--- config.mk ---
export PLATFORM = sky130hd
export DESIGN_NAME = spi_slave_rx_tx
export DESIGN_NICKNAME = d
export VERILOG_FILES = /design/src/rtl/spi_slave_rx_tx.sv
export SDC_FILE = /design/constraint.sdc
export NUM_CORES = 1
export LEC_CHECK = 0
export BUFFER_PORTS_ARGS = -buffer_cell sky130_fd_sc_hd__buf_2
export CORE_MARGIN = 2
export CORE_UTILIZATION = 59
export DETAILED_ROUTE_END_ITERATION = 10
export PLACE_DENSITY = 0.88
export SLEW_MARGIN = 25
export SYNTH_ARGS = -nofsm -noshare
export SYNTH_HDL_FRONTEND = slang
export SYNTH_SLANG_ARGS = --single-unit
--- constraint.sdc ---
create_clock -name clk -period 4.08 [get_ports clk]
set_input_delay 0.408 -clock clk [delete_from_list [all_inputs] [get_ports clk]]
set_output_delay 0.408 -clock clk [all_outputs]
set_load 0.02 [all_outputs]
--- src/rtl/spi_slave_rx_tx.sv ---
`default_nettype none
// ============================================================================
// Module      : spi_slave_rx_tx
// Description : SPI mode-0 responder. Oversamples ss/sclk/mosi in the clk
//               domain, deserialises MOSI into DW-bit words (rx_valid strobe)
//               and serialises words from a valid/ready source onto MISO,
//               falling back to DEF_TX when no word is offered.
//               Optional macro SPI_SLV_LSB_FIRST_EN selects LSB-first order
//               in both directions (default build is MSB-first).
// Revision    : 1.0 - initial release
// ============================================================================
module spi_slave_rx_tx #(
   parameter int            DW     = 8,
   parameter logic [DW-1:0] DEF_TX = '1
) (
   input  logic          clk,
   input  logic          rst,
   input  logic          spi_ss,
   input  logic          spi_clk,
   input  logic          spi_mosi,
   output logic          spi_miso,
   output logic          spi_miso_oe,
   output logic [DW-1:0] rx_data,
   output logic          rx_valid,
   input  logic [DW-1:0] tx_data,
   input  logic          tx_valid,
   output logic          tx_ready,
   output logic          busy
);

   localparam int            CW       = (DW > 2) ? $clog2(DW) : 1;
   localparam logic [CW-1:0] LAST_BIT = CW'(DW - 1);

   typedef enum logic [1:0] {
      ST_WAIT_IDLE = 2'd0,
      ST_IDLE      = 2'd1,
      ST_ACTIVE    = 2'd2
   } state_t;

   state_t          state_q,    state_d;
   logic            ss_s1_q,    ss_s1_d;
   logic            ss_s2_q,    ss_s2_d;
   logic            ss_s3_q,    ss_s3_d;
   logic            sclk_s1_q,  sclk_s1_d;
   logic            sclk_s2_q,  sclk_s2_d;
   logic            sclk_s3_q,  sclk_s3_d;
   logic            mosi_s1_q,  mosi_s1_d;
   logic            mosi_s2_q,  mosi_s2_d;
   logic [1:0]      settle_q,   settle_d;
   logic [CW-1:0]   bit_cnt_q,  bit_cnt_d;
   logic [DW-2:0]   rx_sh_q,    rx_sh_d;
   logic [DW-1:0]   tx_sh_q,    tx_sh_d;
   logic [DW-1:0]   rx_data_q,  rx_data_d;
   logic            rx_valid_q, rx_valid_d;
   logic            miso_oe_q,  miso_oe_d;
   logic            busy_q,     busy_d;

   logic            w_rise;
   logic            w_fall;
   logic            w_ss_fall;
   logic            w_ss_high;
   logic            w_tx_load;
   logic [DW-1:0]   w_rx_word;
   logic [DW-1:0]   w_tx_shifted;
   logic            w_miso_bit;

   // Edge and level detection on the synchronised pins
   assign w_rise    =  sclk_s2_q & ~sclk_s3_q;
   assign w_fall    = ~sclk_s2_q &  sclk_s3_q;
   assign w_ss_fall = ~ss_s2_q   &  ss_s3_q;
   assign w_ss_high =  ss_s2_q;

`ifdef SPI_SLV_LSB_FIRST_EN
   // LSB first: new bits enter at the top and walk down; MISO drives bit 0
   assign w_rx_word    = {mosi_s2_q, rx_sh_q};
   assign w_tx_shifted = {1'b0, tx_sh_q[DW-1:1]};
   assign w_miso_bit   = tx_sh_q[0];
`else
   // MSB first: new bits enter at the bottom; MISO drives the top bit
   assign w_rx_word    = {rx_sh_q, mosi_s2_q};
   assign w_tx_shifted = {tx_sh_q[DW-2:0], 1'b0};
   assign w_miso_bit   = tx_sh_q[DW-1];
`endif

   // Next-state logic for the synchronisers, protocol FSM and data paths
   always_comb begin
      state_d    = state_q;
      ss_s1_d    = spi_ss;
      ss_s2_d    = ss_s1_q;
      ss_s3_d    = ss_s2_q;
      sclk_s1_d  = spi_clk;
      sclk_s2_d  = sclk_s1_q;
      sclk_s3_d  = sclk_s2_q;
      mosi_s1_d  = spi_mosi;
      mosi_s2_d  = mosi_s1_q;
      settle_d   = settle_q;
      bit_cnt_d  = bit_cnt_q;
      rx_sh_d    = rx_sh_q;
      tx_sh_d    = tx_sh_q;
      rx_data_d  = rx_data_q;
      rx_valid_d = 1'b0;
      w_tx_load  = 1'b0;

      case (state_q)
         // Synchroniser chain holds reset values for two cycles; only trust
         // ss once real pin samples have reached stage 2.
         ST_WAIT_IDLE: begin
            if (settle_q != 2'd2) begin
               settle_d = settle_q + 2'd1;
            end else if (w_ss_high) begin
               state_d = ST_IDLE;
            end
         end
         ST_IDLE: begin
            if (w_ss_fall) begin
               state_d   = ST_ACTIVE;
               bit_cnt_d = '0;
               w_tx_load = 1'b1;
            end
         end
         ST_ACTIVE: begin
            if (w_ss_high) begin
               // Deselect wins over any clock edge; partial words are dropped
               state_d   = ST_IDLE;
               bit_cnt_d = '0;
            end else if (w_rise) begin
               rx_sh_d = w_rx_word[DW-2:0];
`ifdef SPI_SLV_LSB_FIRST_EN
               rx_sh_d = w_rx_word[DW-1:1];
`endif
               if (bit_cnt_q == LAST_BIT) begin
                  rx_data_d  = w_rx_word;
                  rx_valid_d = 1'b1;
                  bit_cnt_d  = '0;
               end else begin
                  bit_cnt_d = bit_cnt_q + CW'(1);
               end
            end else if (w_fall) begin
               if (bit_cnt_q == '0) begin
                  w_tx_load = 1'b1;
               end else begin
                  tx_sh_d = w_tx_shifted;
               end
            end
         end
         default: begin
            state_d = ST_WAIT_IDLE;
         end
      endcase

      if (w_tx_load) begin
         tx_sh_d = tx_valid ? tx_data : DEF_TX;
      end

      busy_d    = (state_d == ST_ACTIVE);
      miso_oe_d = (state_d == ST_ACTIVE);
   end

   // State and datapath registers with synchronous reset
   always_ff @(posedge clk) begin
      if (rst) begin
         state_q    <= ST_WAIT_IDLE;
         ss_s1_q    <= 1'b1;
         ss_s2_q    <= 1'b1;
         ss_s3_q    <= 1'b1;
         sclk_s1_q  <= 1'b0;
         sclk_s2_q  <= 1'b0;
         sclk_s3_q  <= 1'b0;
         mosi_s1_q  <= 1'b0;
         mosi_s2_q  <= 1'b0;
         settle_q   <= 2'd0;
         bit_cnt_q  <= '0;
         rx_sh_q    <= '0;
         tx_sh_q    <= '0;
         rx_data_q  <= '0;
         rx_valid_q <= 1'b0;
         miso_oe_q  <= 1'b0;
         busy_q     <= 1'b0;
      end else begin
         state_q    <= state_d;
         ss_s1_q    <= ss_s1_d;
         ss_s2_q    <= ss_s2_d;
         ss_s3_q    <= ss_s3_d;
         sclk_s1_q  <= sclk_s1_d;
         sclk_s2_q  <= sclk_s2_d;
         sclk_s3_q  <= sclk_s3_d;
         mosi_s1_q  <= mosi_s1_d;
         mosi_s2_q  <= mosi_s2_d;
         settle_q   <= settle_d;
         bit_cnt_q  <= bit_cnt_d;
         rx_sh_q    <= rx_sh_d;
         tx_sh_q    <= tx_sh_d;
         rx_data_q  <= rx_data_d;
         rx_valid_q <= rx_valid_d;
         miso_oe_q  <= miso_oe_d;
         busy_q     <= busy_d;
      end
   end

   // tx_ready marks the load cycle itself so tx_data is sampled with the strobe
   assign tx_ready    = w_tx_load & ~rst;
   assign spi_miso    = miso_oe_q & w_miso_bit;
   assign spi_miso_oe = miso_oe_q;
   assign rx_data     = rx_data_q;
   assign rx_valid    = rx_valid_q;
   assign busy        = busy_q;

endmodule
`default_nettype wire

==> run_results.csv <==
group,metric,value,unit
floorplan,die_w,58.1,um
sta,fmax,404,MHz
pwr,p_switching,0.191,mW
pwr,finalPower,0.709,mW
pwr,irDropWorstVdd,0.000304,V
clock_tree,clockBufferDepth,2,
clock_tree,h-tree-depth,2,
route,routed_wl,2.99,mm
clock_tree,insertion_delay,0.34,ns
sta,rsz0062_at_grt,"false",
sta,maxSlewHeadroom,0.552,
pwr,p_clk_frac,0.272,
setup_path,cp_cell_sequence,"inv_1 > ha_1 > and3b_1 > a22oi_4 > nor2_1 > buf_2",
clock_tree,clockRootBuffer,"clkbuf_4",
route,ant_nets,0,
pwr,p_leak,0.842,nW
pwr,p_seq_frac,0.587,
setup_path,crit_buf_inv,2,
route,drcViolationCount,0,
worst_hold_path,hold_path.class,"input pin to flop",
grt,first_global_vias,1247,
setup_path,arrival,2.06,ns
pwr,powerDensity,374,nW/um2
synthesis,ys_types,36,
setup_path,critPathCaptureType,"output port",
finish,fillers,216,
sta,worst_pin_slew,0.672,ns
setup_path,cp_top_family,"compound AO/OA/AOI/OAI gates",
clock_tree,cts_resized,0,
grt,grt_overflow,0,
run,cap_violations,0,
sta,finalSetupViolCount,0,
sta,holdWs,0.246,ns
pwr,combPwrFrac,0.141,
clock_tree,hold_buffers,0,
route,dr.pass1.iters,4,
synthesis,synth.avg_cell_area,9.77,um2
placed_design,place_hpwl,2.11,mm
sta,slew_viol_final,0,
synthesis,synthFlopType,"dfxtp_1",
setup_path,cp_max_fo,17,
route,num_vias,1302,
finish,syn2layout_area_growth,9.62,%
pwr,cellInternalPower,0.517,mW
floorplan,initial_utilization,0.622,
finish,n_antenna_cell,0,
clock_tree,numCtsBuffers,5,
setup_path,crit_path_top_delay_cell,"a22oi_4",
sta,min_period,2.47,ns
grt,antenna_found_initial,0,
clock_tree,clkTransAtPathRegs,0.10,ns
finish,layout-drive-gt1-share,0.214,
route,wl_per_cell,12.9,um
setup_path,crit_type,"flop to output port",
floorplan,dieArea,3380,um2
sta,post-route-period-util,0.606,
placed_design,portBuffers,26,
route,drtIter0Drc,34,
sta,clock_skew,0.0135,ns
synthesis,ys_ff_latch,40,
grt,grt_max_degree,39,
clock_tree,cts_tree,"built",
floorplan,pin_count,27,
pwr,switching_share,0.270,
clock_tree,cts_setup_buffers,0,
status,status,"finished clean",
placed_design,routabilityCongestion,0.889,
synthesis,synth_edf_count,0,
synthesis,synthCells,177,
floorplan,die_h,58.1,um
setup_path,cpPeakStageDelay,0.47,ns
route,via_per_inst,5.61,
sta,hold_viol_final,0,
synthesis,yosys_warnings,0,
setup_path,cp-start-kind,"flop",
grt,grt_pass1_wl,5.18,mm
floorplan,core-area,2780,um2
synthesis,synthArstFlopShare,0,
sta,finalSetupTns,0,ns
grt,grtUsageTotal,0.202,
setup_path,worstPathRequired,3.67,ns
floorplan,rows,19,
synthesis,synth_nets,199,
synthesis,synth_area,1730,um2
synthesis,ys_seq_area_frac,0.463,
finish,num-nets-final,222,
clock_tree,cts.sinks,40,
-- power groups by stage --
stage / clock network, mW / logic (mW) / registers (mW)
after floorplan: 0 / 0.0789 / 0.423
after global placement: 0 / 0.0929 / 0.424
after detailed placement: 0 / 0.100 / 0.426
after CTS: 0.201 / 0.101 / 0.417
after global routing: 0.212 / 0.113 / 0.419
final: 0.193 / 0.0996 / 0.416
-- cell usage after synthesis (all sizes together) (2+ instances only) --
cell type | count | share of area
a211oi | 9 | 0.042
or2 | 2 | 0.0072
buf | 5 | 0.023
nand3 | 9 | 0.026
a21oi | 10 | 0.029
ha | 8 | 0.058
and3b | 2 | 0.010
mux2i | 15 | 0.087
dfxtp | 40 | 0.46
nor2 | 12 | 0.026
and4bb | 2 | 0.014
nand2b | 2 | 0.0072
nor2b | 9 | 0.033
o21ai | 3 | 0.011
nor3b | 8 | 0.038
nand2 | 15 | 0.033
clkbuf | 5 | 0.011
inv | 8 | 0.017
-- path summary, 6_finish.rpt --
| kind | startpoint | endpoint | slack [ns] | cells past startpoint |
|---|---|---|---|---|
| max | state_q[1]$_SDFF_PP0_ | tx_ready | 1.61 | 6 |
| min | spi_ss | ss_s1_q$_SDFF_PP1_ | 0.25 | 2 |
| max reg2reg | state_q[0]$_SDFF_PP0_ | rx_data[2]$_SDFFE_PP0P_ | 2.15 | 6 |
| min reg2reg | ss_s1_q$_SDFF_PP1_ | ss_s2_q$_SDFF_PP1_ | 0.44 | 1 |
-- cells by family after synthesis --
logic type	share of synthesized area
AOI/OAI and AO/OA	0.128
xor gates and xnor gates	0.00507
adders and majority gates	0.0579
buffers and inverters	0.0514
DFF	0.463
muxes	0.0868
and+or+nand+nor	0.208
-- flip-flops by register name, summed over array words and instances, names as in the netlist --
signal     count
bit_cnt_q      3
busy           1
mosi_s1_q      1
mosi_s2_q      1
rx_data        8
rx_sh_q        7
rx_valid       1
sclk_s1_q      1
sclk_s2_q      1
sclk_s3_q      1
settle_q       2
ss_s1_q        1
ss_s2_q        1
ss_s3_q        1
state_q        2
tx_sh_q        8
-- per-layer routing --
layer  vias to the layer above  global-route usage  share of wire
li1                        657                   -              -
met1                       607               0.251           0.46
met2                        31               0.313           0.48
met3                         7              0.0469          0.044
met4                         0               0.130          0.022
met5                         -                   0              0
-- cell usage in the layout (no fill, tap or decap), types with 2 or more instances in the layout --
master,instances
nor2b_1,9
buf_2,26
clkinv_2,2
and4bb_2,2
nor2_1,12
a211oi_1,8
nand2b_1,2
clkbuf_4,5
a21oi_1,10
nor3b_1,7
mux2i_1,15
inv_1,8
o21ai_0,2
or2_2,2
nand3_1,9
and3b_1,2
dfxtp_1,40
nand2_1,15
ha_1,8
-- final cells by class --
| type | count | area, um2 | area share |
|---|---|---|---|
| flip-flops and latches | 40 | 801 | 0.422 |
| well taps | 31 | 38.8 | 0.0205 |
| clock buffers | 5 | 37.5 | 0.0198 |
| repair buffers | 26 | 130 | 0.0686 |
| clock inverters | 3 | 18.8 | 0.00990 |
| multi-input cells | 119 | 840 | 0.443 |
| inverters | 8 | 30.0 | 0.0158 |
-- per-stage QoR --
step	cell area (um2)	utilization	instances	worst slack [ns]
2_1_floorplan	1730	-	177	2.20
3_3_place_gp	1840	0.661	224	2.05
3_5_place_dp	1840	0.661	224	1.99
4_1_cts	1900	0.682	232	1.59
5_1_grt	1900	0.682	232	1.44
6_report	1900	0.682	232	1.61
Note: power is estimated with default switching activity, not from simulation.
